### config.mk
export PLATFORM = sky130hd
export DESIGN_NAME = loop_filter_pi
export DESIGN_NICKNAME = d
export VERILOG_FILES = /design/src/rtl/adpll_pkg.sv /design/src/rtl/pulse_edge_det.sv /design/src/rtl/loop_filter_pi.sv
export SDC_FILE = /design/constraint.sdc
export NUM_CORES = 1
export LEC_CHECK = 0
export CAP_MARGIN = 20
export CORE_ASPECT_RATIO = 2
export CORE_UTILIZATION = 60
export CTS_BUF_LIST = sky130_fd_sc_hd__clkbuf_8
export DETAILED_ROUTE_END_ITERATION = 10
export DONT_BUFFER_PORTS = 1
export GPL_TIMING_DRIVEN = 0
export PLACE_DENSITY = 0.76
export RECOVER_POWER = 25
export SYNTH_ARGS = -nofsm -noshare
export SYNTH_HDL_FRONTEND = slang
export SYNTH_SLANG_ARGS = --single-unit
export TNS_END_PERCENT = 20
### constraint.sdc
create_clock -name clk -period 6.41 [get_ports clk]
set_input_delay 0.3205 -clock clk [delete_from_list [all_inputs] [get_ports clk]]
set_output_delay 0.3205 -clock clk [all_outputs]
set_load 0.005 [all_outputs]
### src/rtl/adpll_pkg.sv
// Shared ADPLL constants: mode encoding, default code geometry and loop gains.
package adpll_pkg;

  localparam logic MODE_ACQ = 1'b0;
  localparam logic MODE_TRK = 1'b1;

  typedef enum logic {
    ST_ACQ = MODE_ACQ,
    ST_TRK = MODE_TRK
  } lf_state_e;

  localparam int CODE_W_DFLT    = 10;
  localparam int FRAC_W_DFLT    = 4;
  localparam int CODE_INIT_DFLT = 512;

  localparam int KP_ACQ_DFLT = 8;
  localparam int KP_TRK_DFLT = 2;
  localparam int KI_ACQ_DFLT = 16;
  localparam int KI_TRK_DFLT = 4;

  localparam int REV_CNT_DFLT  = 4;
  localparam int RUN_LEN_DFLT  = 3;
  localparam int LOCK_WIN_DFLT = 64;

endpackage

### src/rtl/pulse_edge_det.sv
// Registered rising-edge detector. The history flop preloads the live level
// during reset, so a level already high at release produces no event.
module pulse_edge_det (
  input  logic clk,
  input  logic reset,
  input  logic lvl_in,
  output logic evt
);

  logic lvl_q;
  logic lvl_d;

  always_comb begin
    lvl_d = lvl_in;
  end

  always_ff @(posedge clk) begin
    if (!reset) begin
      lvl_q <= lvl_in;
    end else begin
      lvl_q <= lvl_d;
    end
  end

  assign evt = reset & lvl_in & ~lvl_q;

endmodule

### src/rtl/loop_filter_pi.sv
// ADPLL PI loop filter: UP/DN events drive a saturating integral accumulator
// plus a one-cycle proportional kick, with ACQUIRE/TRACK gain scheduling.
// Optional lock detector enabled by defining LOOP_FILTER_LOCK_DET_EN.
module loop_filter_pi
  import adpll_pkg::*;
#(
  parameter int CODE_W    = CODE_W_DFLT,
  parameter int FRAC_W    = FRAC_W_DFLT,
  parameter int CODE_INIT = CODE_INIT_DFLT,
  parameter int KP_ACQ    = KP_ACQ_DFLT,
  parameter int KP_TRK    = KP_TRK_DFLT,
  parameter int KI_ACQ    = KI_ACQ_DFLT,
  parameter int KI_TRK    = KI_TRK_DFLT,
  parameter int REV_CNT   = REV_CNT_DFLT,
  parameter int RUN_LEN   = RUN_LEN_DFLT,
  parameter int LOCK_WIN  = LOCK_WIN_DFLT
) (
  input  logic              clk,
  input  logic              reset,
  input  logic              UP_in,
  input  logic              DN_in,
  output logic [CODE_W-1:0] dco_code,
  output logic              mode,
  output logic              code_sat,
  output logic              locked
);

  localparam int ACC_W = CODE_W + FRAC_W;
  localparam int RC_W  = $clog2(REV_CNT + 1);
  localparam int RL_W  = $clog2(RUN_LEN + 1);

  localparam logic [ACC_W-1:0]          ACC_MAX    = {ACC_W{1'b1}};
  localparam logic signed [ACC_W+1:0]   ACC_MAX_S  = {2'b00, {ACC_W{1'b1}}};
  localparam logic signed [CODE_W+1:0]  CODE_MAX_S = {2'b00, {CODE_W{1'b1}}};
  localparam logic [CODE_W-1:0]         CODE_RST   = CODE_INIT[CODE_W-1:0];
  localparam logic [ACC_W-1:0]          ACC_RST    = {CODE_RST, {FRAC_W{1'b0}}};
  localparam logic signed [ACC_W+1:0]   KI_ACQ_S   = KI_ACQ[ACC_W+1:0];
  localparam logic signed [ACC_W+1:0]   KI_TRK_S   = KI_TRK[ACC_W+1:0];
  localparam logic signed [CODE_W+1:0]  KP_ACQ_S   = KP_ACQ[CODE_W+1:0];
  localparam logic signed [CODE_W+1:0]  KP_TRK_S   = KP_TRK[CODE_W+1:0];
  localparam logic [RC_W-1:0]           REV_MAX    = RC_W'(REV_CNT);
  localparam logic [RL_W-1:0]           RUN_MAX    = RL_W'(RUN_LEN);

  function automatic logic [ACC_W-1:0] sat_acc(input logic signed [ACC_W+1:0] v);
    if (v < 0) return '0;
    if (v > ACC_MAX_S) return ACC_MAX;
    return v[ACC_W-1:0];
  endfunction

  function automatic logic [CODE_W-1:0] clamp_code(input logic signed [CODE_W+1:0] v);
    if (v < 0) return '0;
    if (v > CODE_MAX_S) return {CODE_W{1'b1}};
    return v[CODE_W-1:0];
  endfunction

  logic up_evt, dn_evt;

  pulse_edge_det u_up_edge (.clk(clk), .reset(reset), .lvl_in(UP_in), .evt(up_evt));
  pulse_edge_det u_dn_edge (.clk(clk), .reset(reset), .lvl_in(DN_in), .evt(dn_evt));

  logic [ACC_W-1:0]  acc_q, acc_d;
  logic [CODE_W-1:0] code_q, code_d;
  logic              sat_q, sat_d;
  lf_state_e         mode_q, mode_d;
  logic              last_up_q, last_up_d;
  logic              has_last_q, has_last_d;
  logic [RC_W-1:0]   rev_cnt_q, rev_cnt_d;
  logic [RL_W-1:0]   run_cnt_q, run_cnt_d;

  logic evt_valid, dir_up, repeat_evt, reversal;
  logic signed [ACC_W+1:0]  ki_s, acc_sum;
  logic signed [CODE_W+1:0] p_s, code_sum;

  // Datapath: simultaneous UP/DN cancel, so only an exclusive event moves acc.
  always_comb begin
    evt_valid = up_evt ^ dn_evt;
    dir_up    = up_evt;
    ki_s      = (mode_q == ST_TRK) ? KI_TRK_S : KI_ACQ_S;
    acc_sum   = dir_up ? ($signed({2'b00, acc_q}) + ki_s) : ($signed({2'b00, acc_q}) - ki_s);
    acc_d     = evt_valid ? sat_acc(acc_sum) : acc_q;
    p_s       = '0;
    if (evt_valid) begin
      p_s = (mode_q == ST_TRK) ? KP_TRK_S : KP_ACQ_S;
      if (!dir_up) p_s = -p_s;
    end
    code_sum = $signed({2'b00, acc_d[ACC_W-1:FRAC_W]}) + p_s;
    code_d   = clamp_code(code_sum);
    sat_d    = (acc_d == '0) || (acc_d == ACC_MAX);
  end

  // Gain-schedule FSM with reversal/run counters.
  always_comb begin
    mode_d     = mode_q;
    last_up_d  = last_up_q;
    has_last_d = has_last_q;
    rev_cnt_d  = rev_cnt_q;
    run_cnt_d  = run_cnt_q;
    repeat_evt = evt_valid && has_last_q && (dir_up == last_up_q);
    reversal   = evt_valid && has_last_q && (dir_up != last_up_q);
    if (evt_valid) begin
      has_last_d = 1'b1;
      last_up_d  = dir_up;
      if (reversal) begin
        rev_cnt_d = (rev_cnt_q == REV_MAX) ? rev_cnt_q : rev_cnt_q + 1'b1;
        run_cnt_d = RL_W'(1);
      end else if (repeat_evt) begin
        rev_cnt_d = '0;
        run_cnt_d = (run_cnt_q == RUN_MAX) ? run_cnt_q : run_cnt_q + 1'b1;
      end else begin
        run_cnt_d = RL_W'(1);
      end
      case (mode_q)
        ST_ACQ: if (rev_cnt_d == REV_MAX) begin
          mode_d    = ST_TRK;
          rev_cnt_d = '0;
        end
        ST_TRK: if (run_cnt_d == RUN_MAX) begin
          mode_d    = ST_ACQ;
          run_cnt_d = '0;
        end
        default: mode_d = ST_ACQ;
      endcase
    end
  end

  always_ff @(posedge clk) begin
    if (!reset) begin
      acc_q      <= ACC_RST;
      code_q     <= CODE_RST;
      sat_q      <= 1'b0;
      mode_q     <= ST_ACQ;
      last_up_q  <= 1'b0;
      has_last_q <= 1'b0;
      rev_cnt_q  <= '0;
      run_cnt_q  <= '0;
    end else begin
      acc_q      <= acc_d;
      code_q     <= code_d;
      sat_q      <= sat_d;
      mode_q     <= mode_d;
      last_up_q  <= last_up_d;
      has_last_q <= has_last_d;
      rev_cnt_q  <= rev_cnt_d;
      run_cnt_q  <= run_cnt_d;
    end
  end

  assign dco_code = code_q;
  assign mode     = mode_q;
  assign code_sat = sat_q;

`ifdef LOOP_FILTER_LOCK_DET_EN
  localparam int LW_W = $clog2(LOCK_WIN + 1);
  localparam logic [LW_W-1:0] LOCK_MAX = LW_W'(LOCK_WIN);

  logic [LW_W-1:0] lock_cnt_q, lock_cnt_d;
  logic            locked_q, locked_d;

  // Counts quiet TRACK cycles; any repeat or leaving TRACK restarts it.
  always_comb begin
    lock_cnt_d = '0;
    if (mode_q == ST_TRK && mode_d == ST_TRK && !repeat_evt) begin
      lock_cnt_d = (lock_cnt_q == LOCK_MAX) ? lock_cnt_q : lock_cnt_q + 1'b1;
    end
    locked_d = (lock_cnt_d == LOCK_MAX);
  end

  always_ff @(posedge clk) begin
    if (!reset) begin
      lock_cnt_q <= '0;
      locked_q   <= 1'b0;
    end else begin
      lock_cnt_q <= lock_cnt_d;
      locked_q   <= locked_d;
    end
  end

  assign locked = locked_q;
`else
  assign locked = 1'b0;
`endif

endmodule

# Yosys cells after proc, flatten, opt, wreduce, memory -nomap -nowiden

Cells that the tools add are included.

Memory bits (writable): 0
ROM bits: 0
Bits in latches: 0
Flip-flop bits (word level): 35
Input port bits: 4
Logic and storage cells: 75
Memories kept: 0

Bitwise gates (word level): 8
Eq/ne operators: 7
Order comparisons: 4
Shifts and indexed selects: 0
Multipliers: 0
Reductions and logical operators: 5
$add $sub $neg: 6
Muxes and demuxes: 35
Divide/modulo/power cells: 0

Operator list:

| cell                                                                               | number |
|---|---|
| 14-bit 2-to-1 mux                                                                  | 5 |
| 10-bit 2-to-1 mux                                                                  | 4 |
| 12-bit 2-to-1 mux                                                                  | 2 |
| 3-bit 2-to-1 mux                                                                   | 6 |
| 16-bit by 15-bit greater-than comparator with 1-bit output (second input constant) | 1 |
| 16-bit by 1-bit < comparator with 1-bit output (second input constant)             | 1 |
| 16-bit 2-to-1 mux                                                                  | 1 |
| 14-bit by 5-bit adder with 15-bit output                                           | 1 |
| 14-bit by 5-bit subtractor with 15-bit output                                      | 1 |
| 14-bit == test (second input constant)                                             | 1 |
| 14-bit logical NOT                                                                 | 1 |
| 11-bit by 12-bit adder with 12-bit output                                          | 1 |
| 12-bit by 11-bit greater-than comparator with 1-bit output (second input constant) | 1 |
| 12-bit by 1-bit < comparator with 1-bit output (second input constant)             | 1 |
| 2-bit 2-to-1 mux                                                                   | 6 |
| 4-bit negation with 12-bit output                                                  | 1 |
| 1-bit 2-to-1 mux                                                                   | 8 |
| 3-bit == test (second input constant)                                              | 2 |
| 5-bit 2-to-1 mux                                                                   | 1 |
| 1-bit bitwise AND                                                                  | 4 |
| 2-bit == test (second input constant)                                              | 2 |
| 4-bit 2-to-1 mux                                                                   | 1 |
| 3-bit by 1-bit adder with 3-bit output (second input constant)                     | 1 |
| 1-bit logical AND                                                                  | 3 |
| other kinds (7)                                                                    | 9 |

# Longest topological paths before layout

Depth in word-level cells: 15
Depth in mapped cells: 19
Mapped depth without buffers: 18

# Hierarchy

From an unflattened synthesis, not the netlist that was laid out.

Cell total of the unflattened synthesis: 336
Area total of the unflattened synthesis: 2,733.9 µm²

By module, submodules not included:

| module         | cells an instance | sequential area each (µm²) | times used | area each (µm²) |
|---|---|---|---|---|
| loop_filter_pi | 332               | 660.6                      | 1          | 2,676.3 |
| pulse_edge_det | 2                 | 20.0                       | 2          | 28.8 |

# Worst setup path after synthesis

OpenSTA, ideal clock, no wires.

Path kind: register to register
Start: register mode_q, in the netlist mode
End: register code_q[4], in the netlist dco_code[4]
Cell stages (with the launch flop): 19
Path buffers: 1
Required time: 6.337 ns
Period minus slack after synthesis: 4.068 ns
Arrival: 3.995 ns
Slack: 2.342 ns
Setup time: 0.073 ns
Cell sequence: dfxtp_1 > clkbuf_1 > inv_1 > ha_1 > nor2_1 > or4_4 > or3_1 > o21ai_0 > a31oi_1 > o22a_1 > ha_1 > inv_1 > nor2_1 > nor2_1 > o21ai_1 > a31o_4 > a2111oi_4 > a21oi_2 > o211ai_2

Cells in the longest elaborated chain, start to end: 15

Ends and longest elaborated chain:

| element                                                                                                          | line                  | RTL |
|---|---|---|
| start: declaration                                                                                               | loop_filter_pi.sv:64  | `lf_state_e mode_q, mode_d;` |
| start signal: assignment                                                                                         | loop_filter_pi.sv:140 | `mode_q <= mode_d;` |
| 5-bit 2-to-1 mux *                                                                                               | loop_filter_pi.sv:78  | `ki_s = (mode_q == ST_TRK) ? KI_TRK_S : KI_ACQ_S;` |
| 14-bit by 5-bit subtractor with 15-bit output / 14-bit by 5-bit adder with 15-bit output (equally long branches) | loop_filter_pi.sv:79  | `acc_sum = dir_up ? ($signed({2'b00, acc_q}) + ki_s) : ($signed({2'b00, acc_q}) - ki_s);` |
| 16-bit 2-to-1 mux *                                                                                              | loop_filter_pi.sv:79  |  |
| 16-bit by 15-bit greater-than comparator with 1-bit output                                                       | loop_filter_pi.sv:46  | `if (v > ACC_MAX_S) return ACC_MAX;` |
| 1-bit 2-to-1 mux (2 in series)                                                                                   | loop_filter_pi.sv:46  |  |
| 14-bit 2-to-1 mux                                                                                                | loop_filter_pi.sv:47  | `return v[ACC_W-1:0];` |
| 14-bit 2-to-1 mux *                                                                                              | loop_filter_pi.sv:46  |  |
| 14-bit 2-to-1 mux *                                                                                              | loop_filter_pi.sv:80  | `acc_d = evt_valid ? sat_acc(acc_sum) : acc_q;` |
| net acc_d[12]                                                                                                    | loop_filter_pi.sv:61  | `logic [ACC_W-1:0] acc_q, acc_d;` |
| 11-bit by 12-bit adder with 12-bit output *                                                                      | loop_filter_pi.sv:86  | `code_sum = $signed({2'b00, acc_d[ACC_W-1:FRAC_W]}) + p_s;` |
| 12-bit by 11-bit greater-than comparator with 1-bit output                                                       | loop_filter_pi.sv:52  | `if (v > CODE_MAX_S) return {CODE_W{1'b1}};` |
| 1-bit 2-to-1 mux (2 in series)                                                                                   | loop_filter_pi.sv:52  |  |
| 10-bit 2-to-1 mux                                                                                                | loop_filter_pi.sv:53  | `return v[CODE_W-1:0];` |
| 10-bit 2-to-1 mux *                                                                                              | loop_filter_pi.sv:52  |  |
| end signal: assignment                                                                                           | loop_filter_pi.sv:138 | `code_q <= code_d;` |
| end: declaration                                                                                                 | loop_filter_pi.sv:62  | `logic [CODE_W-1:0] code_q, code_d;` |

The timed path passes the listed nets; every way through them passes the cells marked *. The select of a mux whose other input is x is not followed.
A chain may end at the register's enable or synchronous reset.

# Worst setup path after layout

Ends and elaborated chain as after synthesis.

==> flow_metrics.env <==
export IMPL_ff_latch_area_um2=700.7
export IMPL_synth_top_flop_cell="dfxtp_1"
export IMPL_root_buffer="clkbuf_8"
export IMPL_setup_viol=0
export IMPL_hold_violations=0
export IMPL_worstReg2RegStart="mode"
export IMPL_p_comb_share_pct=34.8
export IMPL_grtUsageTotal_pct=32.62
export IMPL_fin_nets=377
export IMPL_die_x_um=49.30
export IMPL_finalCritPeriodShare_pct=78.47
export IMPL_fin_crit_ps=5030
export IMPL_reg2reg_slack_ps=1380
export IMPL_synth_edf_count=0
export IMPL_end_kind="register"
export IMPL_min_delay_start="DN_in"
export IMPL_r2r_end="dco_code[4]"
export IMPL_critPathMaxFanout=10
export IMPL_worstSetupStartpointType="register"
export IMPL_cellInternalPower_uw=404.9
export IMPL_start_util_pct=61.88
export IMPL_core_area_um2=4339
export IMPL_switching_share_pct=37.85
export IMPL_antenna_found_initial=0
export IMPL_worst_pin_slew_ps=684.5
export IMPL_ctsResizeCount=0
export IMPL_relSlewSlack_pct=53.95
export IMPL_firstDrtPassIters=5
export IMPL_synth_top_area_share_pct=26.10
export IMPL_ioPinCount=17
export IMPL_rows=34
export IMPL_yosysMostFrequentCell="dfxtp_1"
export IMPL_hpwl_um=5817
export IMPL_rsz0062_at_grt="no"
export IMPL_cts_buffer_depth=2
export IMPL_yosys_top_cells_count="dfxtp_1 (35), a21oi_1 (32), nor2_1 (32)"
export IMPL_cts_sinks=35
export IMPL_arrival_ps=5260
export IMPL_path_cells="clkbuf_1 > inv_1 > ha_1 > a21oi_1 > or4_1 > clkbuf_1 > a31oi_1 > o22a_1 > ha_1 > a21oi_1 > nor2_1 > nor2_1 > o21ai_1 > a31o_4 > a2111oi_4 > a21oi_2 > o211ai_2"
export IMPL_gr_total_overflow=0
export IMPL_maxCapViolCount=0
export IMPL_setup_worst_path_class="register to register"
export IMPL_hold_class="input port to register"
export IMPL_drive_above_1_share_pct=8.101
export IMPL_drtIter0Drc=70
export IMPL_power_total_uw=651.5
export IMPL_viasPerCell=6.444
export IMPL_grt_pass1_vias=2641
export IMPL_wl_per_cell_um=18.24
export IMPL_yosys_top_cells_area="dfxtp_1 (26%), ha_1 (7.5%), a21oi_1 (6.0%), nor2_1 (4.5%), nand2_1 (4.3%)"
export IMPL_cpPeakStageDelay_ps=450
export IMPL_ff2ff_path_depth=17
export IMPL_multi_input_area_um2=1821
export IMPL_slew_violations=0
export IMPL_status="completed"
export IMPL_finalSetupTns_ps=0
export IMPL_die_h_um=96.61
export IMPL_area_growth_pct=5.965
export IMPL_numCtsBuffers=5
export IMPL_yosysSeqAreaShare_pct=26.10
export IMPL_worstHoldPathCells=0
export IMPL_n_fill_cell=422
export IMPL_p_clk_share_pct=26.6
export IMPL_crit_required_ps=6640
export IMPL_switching_power_uw=246.6
export IMPL_num_antenna_cells=0
export IMPL_cts_tree="done"
export IMPL_ant_nets=0
export IMPL_syn_avg_cell_area_um2=7.672
export IMPL_synth_top_area_cell="dfxtp_1"
export IMPL_power_density_nw_per_um2=229.0
export IMPL_clk_latency_ps=300
export IMPL_seq_power_share_pct=38.7
export IMPL_die_area_um2=4763
export IMPL_grt_pass1_wl_um=11960
export IMPL_ys_seq_elements=35
export IMPL_grt_max_degree=14
export IMPL_hold_path_end="u_dn_edge.lvl_q"
export IMPL_power_leakage_uw=0.001122
export IMPL_hold_buffers=0
export IMPL_postRouteWirelength_um=7516
export IMPL_ys_types=69
export IMPL_clock_skew_ps=6.595
export IMPL_routed_via_count=2655
export IMPL_fmax_ghz=0.1988
export IMPL_port_buffers=0
export IMPL_post_cts_buffers=0
export IMPL_slowest_stage="dfxtp_1"
export IMPL_clk_pin_slew_worst_paths_ps=90
export IMPL_h_tree_depth=2
export IMPL_async_reset_ff_share_pct=0
export IMPL_netlist_area_um2=2685
export IMPL_critPathTopFamily="compound AO/OA/AOI/OAI gates"
export IMPL_place_gp_congestion=0.9703
export IMPL_drc_errors=0
export IMPL_syn_inst=350
export IMPL_ys_warn_count=0
export IMPL_crit_buf_inv=3
export IMPL_synth_fp_nets=370
export IMPL_ir_drop_mv=0.1968
-- through the flow --
step | instance area (um2) | cells | worst slack [ps] | hold slack, ps | util (%)
global placement | 2753 | 404 | 1478 | 348.3 | 63.44
global route | 2845 | 412 | 1061 | 22.61 | 65.57
CTS | 2845 | 412 | 1423 | 30.04 | 65.57
finish | 2845 | 412 | 1380 | 33.53 | 65.57
floorplan | 2685 | 350 | 2342 | 348.2 | -
detailed placement | 2753 | 404 | 1440 | 348.3 | 63.44
-- sequential cells by signal (all words and copies together) (netlist names), 2 cells and up --
name / count
rev_cnt_q: 3
acc_q: 14
dco_code: 10
run_cnt_q: 2
-- layer usage --
layer	part of all wire, %	global-route usage, %
met1	36	28.49
met2	55	63.44
met3	3.9	4.245
met4	5.1	23.08
met5	0	0
-- worst reg2reg max path: stages (launching register included) --
cell and delay, ps:
dfxtp_1 450, clkbuf_1 390, inv_1 180, ha_1 380, a21oi_1 390, or4_1 210
clkbuf_1 410, a31oi_1 160, o22a_1 270, ha_1 390, a21oi_1 170, nor2_1 50
nor2_1 290, o21ai_1 170, a31o_4 280, a2111oi_4 450, a21oi_2 150, o211ai_2 180
-- power by group through the flow --
stage	sequential [uW]	clock (uW)	combinational (uW)
final	252	173	227
after detailed placement	257	0	222
after CTS	252	175	223
after floorplan	252	0	178
after global routing	254	184	247
after global placement	257	0	219
-- cell type report --
| cell class | instances | share of cell area [%] |
|---|---|---|
| clock inverters | 3 | 0.8355 |
| multi-input cells | 276 | 63.98 |
| clock buffers | 5 | 2.419 |
| inverters | 18 | 2.375 |
| flip-flops and latches | 35 | 24.63 |
| plain buffers | 21 | 3.386 |
| well taps | 54 | 2.375 |
-- how the worst max path moves through the flow --
stage	start	to	depth (start not counted)
detailed placement	mode	dco_code[4]	17
finish	mode	dco_code[4]	17
CTS	mode	dco_code[4]	17
floorplan	mode	dco_code[4]	18
global route	u_up_edge.lvl_q	dco_code[4]	17
global placement	u_up_edge.lvl_q	dco_code[4]	17
-- placed cells by master (no fill, tap or decap), types with 5 or more instances in the layout --
cell | synthesis | final
o21ai_1 | 5 | 5
nand3_1 | 9 | 9
o21ai_0 | 13 | 13
nand4_1 | 6 | 6
a211oi_1 | 5 | 5
clkbuf_1 | 15 | 15
ha_1 | 16 | 16
nand2_1 | 31 | 31
a21oi_1 | 32 | 32
nor3_1 | 11 | 11
nor2_1 | 32 | 32
xnor2_1 | 6 | 6
inv_1 | 17 | 17
nor4_1 | 7 | 7
a31oi_1 | 6 | 6
clkbuf_8 | 0 | 5
dfxtp_1 | 35 | 35
o21a_1 | 6 | 6
and2_1 | 10 | 10
-- kinds of logic after synthesis --
family          count (synthesis)  share of synthesized area [%]
compound gates                109                          28.85
xor+xnor                        8                          2.610
fa+ha+maj                      16                          7.456
buf+inv                        39                          6.103
flops                          35                          26.09
mux                             3                          1.118
other cells                     1                         0.1397
simple gates                  139                          27.63
(Power assumes the default switching activity.)
